## src/rtl/camera_window_writer.sv

```systemverilog
// camera_window_writer: keeps camera pixels inside the centred window and feeds them to the write FIFO via a skid buffer (WR_DECIMATE_EN adds 2:1 decimation per axis)
module camera_window_writer #(
  parameter int H_ACT       = 800,
  parameter int V_ACT       = 600,
  parameter int H_WIN_START = 208,
  parameter int V_WIN_START = 108,
  parameter int WIN_W       = 384,
  parameter int WIN_H       = 384,
  parameter int BUF_DEPTH   = 4
) (
  input  logic       i_clk,
  input  logic       i_rst,
  input  logic       i_valid,
  input  logic       i_sof,
  input  logic [9:0] i_Red,
  input  logic [9:0] i_Green,
  input  logic [9:0] i_Blue,
  input  logic       i_wfull,
  output logic       o_write_request,
  output logic [9:0] o_Red,
  output logic [9:0] o_Green,
  output logic [9:0] o_Blue,
  output logic       o_frame_done,
  output logic       o_overflow
);
  localparam int PW = $clog2(BUF_DEPTH);
  localparam int CW = PW + 1;
  localparam logic [12:0] HL = 13'(H_ACT - 1);
  localparam logic [12:0] VL = 13'(V_ACT - 1);
  localparam logic [12:0] HS = 13'(H_WIN_START);
  localparam logic [12:0] HE = 13'(H_WIN_START + WIN_W);
  localparam logic [12:0] VS = 13'(V_WIN_START);
  localparam logic [12:0] VE = 13'(V_WIN_START + WIN_H);
  localparam logic [CW-1:0] FULL = CW'(BUF_DEPTH);
  typedef enum logic {S_IDLE, S_ACTIVE} state_t;
  state_t state_q, state_d;
  logic [12:0] x_q, x_d, y_q, y_d, px, py;
  logic [PW-1:0] wr_q, wr_d, rd_q, rd_d;
  logic [CW-1:0] cnt_q, cnt_d;
  logic [29:0] mem_q [BUF_DEPTH];
  logic [29:0] mem_d [BUF_DEPTH];
  logic done_q, done_d, ovf_q, ovf_d;
  logic sof, acc, last, keep, pop, push;
  // pixel position, window test, skid-buffer push/pop and next-state logic
  always_comb begin
    sof = i_valid && i_sof;
    acc = sof || (i_valid && state_q == S_ACTIVE);
    px = sof ? '0 : x_q;
    py = sof ? '0 : y_q;
    last = acc && px == HL && py == VL;
    keep = acc && px >= HS && px < HE && py >= VS && py < VE
`ifdef WR_DECIMATE_EN
      && !(px[0] ^ HS[0]) && !(py[0] ^ VS[0])
`endif
      ;
    pop = cnt_q != '0 && !i_wfull;
    push = keep && (cnt_q != FULL || pop);
    state_d = last ? S_IDLE : acc ? S_ACTIVE : state_q;
    x_d = !acc ? x_q : (last || px == HL) ? '0 : px + 13'd1;
    y_d = !acc ? y_q : last ? '0 : px == HL ? py + 13'd1 : py;
    wr_d = push ? wr_q + PW'(1) : wr_q;
    rd_d = pop ? rd_q + PW'(1) : rd_q;
    cnt_d = cnt_q + CW'(push) - CW'(pop);
    mem_d = mem_q;
    if (push) mem_d[wr_q] = {i_Red, i_Green, i_Blue};
    done_d = last;
    ovf_d = (sof ? 1'b0 : ovf_q) | (keep && !push);
    o_write_request = pop;
    {o_Red, o_Green, o_Blue} = mem_q[rd_q];
    o_frame_done = done_q;
    o_overflow = ovf_q;
  end
  // state, counters and buffer registers; reset discards buffered pixels
  always_ff @(posedge i_clk) begin
    if (i_rst) begin
      state_q <= S_IDLE;
      x_q <= '0;
      y_q <= '0;
      wr_q <= '0;
      rd_q <= '0;
      cnt_q <= '0;
      mem_q <= '{default: '0};
      done_q <= 1'b0;
      ovf_q <= 1'b0;
    end else begin
      state_q <= state_d;
      x_q <= x_d;
      y_q <= y_d;
      wr_q <= wr_d;
      rd_q <= rd_d;
      cnt_q <= cnt_d;
      mem_q <= mem_d;
      done_q <= done_d;
      ovf_q <= ovf_d;
    end
  end
endmodule
```

## config.mk

```make
export PLATFORM = sky130hd
export DESIGN_NAME = camera_window_writer
export DESIGN_NICKNAME = d
export VERILOG_FILES = /design/src/rtl/camera_window_writer.sv
export SDC_FILE = /design/constraint.sdc
export NUM_CORES = 1
export LEC_CHECK = 0
export BUFFER_PORTS_ARGS = -buffer_cell sky130_fd_sc_hd__buf_2
export CORE_MARGIN = 4
export CORE_UTILIZATION = 60
export DETAILED_ROUTE_END_ITERATION = 16
export GPL_TIMING_DRIVEN = 0
export PLACE_DENSITY = 0.8
export SLEW_MARGIN = 10
export SYNTH_ARGS = -nofsm -noshare
export SYNTH_HDL_FRONTEND = slang
export SYNTH_SLANG_ARGS = --single-unit
export TNS_END_PERCENT = 5
```

## constraint.sdc

```tcl
create_clock -name i_clk -period 8.6 [get_ports i_clk]
set_input_delay 0 -clock i_clk [delete_from_list [all_inputs] [get_ports i_clk]]
set_output_delay 0 -clock i_clk [all_outputs]
set_load 0.01 [all_outputs]
```

==> results.sh <==
export IMPL_io_buffers=66
export IMPL_setup_tns_ns=0
export IMPL_clock_latency_ns=0.42
export IMPL_dieHeight_um=121
export IMPL_critPathKind="input port to flop"
export IMPL_yosysMostFrequentCell="nand2b_1"
export IMPL_fin_crit_sh_pct=41.2
export IMPL_dpl_cell_area_um2=8250
export IMPL_rows=41
export IMPL_finClkSkew_ns=0.00970
export IMPL_finalMaxSlewViolations=0
export IMPL_numCtsBuffers=17
export IMPL_utilization_pct=72.2
export IMPL_ir_worst_vdd_uv=133
export IMPL_ys_top_cells_by_area="dfxtp_1 (41%), mux2i_1 (16%), nand2b_1 (13%), mux4_2 (8.8%), ha_1 (1.6%)"
export IMPL_cts_root_buf="clkbuf_16"
export IMPL_yosysTopAreaCellShare_pct=40.5
export IMPL_min_path_type="input port to flop"
export IMPL_postRouteAntennaNets=0
export IMPL_cp_start_kind="input port"
export IMPL_ys_flop_type="dfxtp_1"
export IMPL_chipWidth_um=121
export IMPL_cp_slowest_cell="clkbuf_1"
export IMPL_drt_total_wl_um=19400
export IMPL_setup_viol=0
export IMPL_synth_area_leader_cell="dfxtp_1"
export IMPL_ys_types=54
export IMPL_start_util_pct=61.0
export IMPL_synth_edf_count=0
export IMPL_gp_congestion=0.980
export IMPL_cp_end_kind="flop"
export IMPL_async_flop_share_pct=0
export IMPL_cts_tree="built"
export IMPL_crit_top_cell="clkbuf_1"
export IMPL_synth_common_cells="nand2b_1 (158), dfxtp_1 (156), mux2i_1 (123), clkbuf_1 (32), nand2_1 (32)"
export IMPL_grt_pass1_wl_um=31400
export IMPL_rsz0062_at_grt="no"
export IMPL_setup_slack_ns=5.06
export IMPL_antenna_found_initial=0
export IMPL_dpl_cell_count=999
export IMPL_clock_sinks=156
export IMPL_num_nets_final=923
export IMPL_cts_resized_gates=0
export IMPL_ctsLongestPathBuffers=2
export IMPL_p_leak_nw=3.87
export IMPL_synthesis_area_um2=7700
export IMPL_post_drt_wl_per_cell_um=18.3
export IMPL_place_ws_ns=4.75
export IMPL_slew_headroom_pct=42.2
export IMPL_synth_seq_area_share_pct=40.5
export IMPL_synth_seq_cells=156
export IMPL_cts_setup_buffers=0
export IMPL_route_detailed_drc=0
export IMPL_num_antenna_cells=0
export IMPL_grt_pass1_vias=6457
export IMPL_core_area_um2=12600
export IMPL_final_cell_count_no_fill=1061
export IMPL_cts_hold_fix_buffers=31
export IMPL_syn_num_nets=807
export IMPL_grt_use_total_pct=27.1
export IMPL_cp_cell_sequence="buf_2 > clkbuf_1 > nand2_1 > clkbuf_1 > clkbuf_1 > nand2_1 > inv_1 > ha_1 > nand3_1 > nor3_1 > nand4_1 > clkbuf_1 > a31oi_1 > o21ai_0"
export IMPL_hold_violations=0
export IMPL_htreeDepth=4
export IMPL_status="finished, final reports clean"
export IMPL_via_count=6217
export IMPL_grt_overflow_total=0
export IMPL_clk_pin_slew_ns=0.06
export IMPL_yosys_warnings=0
export IMPL_die_area_um2=14700
export IMPL_period_needed_ns=3.54
export IMPL_critPathMaxStageDelay_ns=0.51
export IMPL_design_area_um2=9110
export IMPL_syn_area_per_cell_um2=10.1
export IMPL_grt_max_degree=17
export IMPL_required_ns=8.90
export IMPL_crit_arrival_ns=3.84
export IMPL_drive_gt1_share_pct=16.4
export IMPL_worst_slew_pin_slew_ns=0.867
export IMPL_drt_initial_drc_count=523
export IMPL_crit_fanout=10
export IMPL_routed_via_density=5.86
export IMPL_maxCapViolations=0
export IMPL_drtPass1Iterations=5
export IMPL_power_density_nw_per_um2=182
export IMPL_synthToLayoutAreaGrowth_pct=18.2
export IMPL_netlist_instances=761
export IMPL_fmax_mhz=282
export IMPL_num_io_pins=68
export IMPL_fillCellCount=952
export IMPL_dp_hpwl_um=13200
-- cell usage in the layout, fill, tap and decap left out, drive strengths merged, types with 11 or more instances in the layout --
cell type / count
inv: 13
mux2i: 123
o21ai: 12
nand2b: 158
buf: 86
dfxtp: 156
nor2: 25
clkbuf: 56
nand3: 25
nand4: 12
a21oi: 18
dlygate4sd3: 31
mux4: 30
nand2: 32
and3: 11
-- state kept, by name (all words and copies together) (netlist names) --
register      flops
o_frame_done      1
wr_q              2
cnt_q             3
mem_q           120
state_q           1
rd_q              2
x_q              13
o_overflow        1
y_q              13
-- metrics by stage --
stage | total power [W] | hold slack, ns
6_report | 0.00166 | 0.0735
5_1_grt | 0.00173 | 0.118
4_1_cts | 0.00167 | 0.0577
3_5_place_dp | 0.000965 | 0.347
3_3_place_gp | 0.000958 | 0.323
2_1_floorplan | 0.000909 | 0.0786
-- cell type report --
cell class	instances	area, um2	share of cell area, %
Inverter	13	48.8	0.536
Clock buffer	24	482	5.29
Multi-Input combinational cell	540	4310	47.3
Clock inverter	7	65.1	0.714
Timing Repair Buffer	97	641	7.03
Buffer	52	220	2.42
Tap cell	172	215	2.36
Sequential cell	156	3120	34.3
-- power by group --
part / internal, W / total (W) / leakage [nW] / switching (W)
clock network: 0.000417 / 0.000701 / 0.266 / 0.000284
logic: 0.0000978 / 0.000216 / 2.35 / 0.000118
registers: 0.000733 / 0.000741 / 1.26 / 0.00000845
total: 0.00125 / 0.00166 / 3.87 / 0.000411
-- cells by family (layout without fill, tap and decap cells) --
kind of cell | Yosys count | in the layout | synth area share [%]
adders and majority gates | 11 | 11 | 1.88
xor gates and xnor gates | 4 | 4 | 0.455
DFF | 156 | 156 | 40.5
muxes | 154 | 154 | 24.9
AOI/OAI and AO/OA | 58 | 58 | 4.74
buffers and inverters | 65 | 193 | 3.49
and+or+nand+nor | 313 | 313 | 24.0
-- worst paths after layout --
| check | cells after the start | endpoint | slack, ns | start |
|---|---|---|---|---|
| worst max register to register | 11 | cnt_q[2]$_SDFF_PP0_ | 5.23 | x_q[6]$_SDFFE_PP0P_ |
| worst min-delay path | 4 | y_q[12]$_SDFFE_PP0P_ | 0.07 | i_sof |
| worst min register to register | 2 | mem_q[98]$_SDFFE_PP0P_ | 0.47 | mem_q[98]$_SDFFE_PP0P_ |
| worst max-delay path | 14 | y_q[8]$_SDFFE_PP0P_ | 5.06 | i_valid |
-- critical path: cells and delay by family --
kind            cells  cell delay [ns]
fa+ha+maj           1             0.21
simple gates        5             1.55
compound gates      2             0.30
buf+inv             6             1.76
-- metal layers --
metal	GRT usage (%)	vias up	share of wire, %
li1	-	2932	-
met3	6.67	32	5.4
met1	33.0	3049	43
met2	46.4	204	50
met4	10.3	0	1.9
met5	0	-	0
Note: power is estimated with default switching activity, not from simulation.
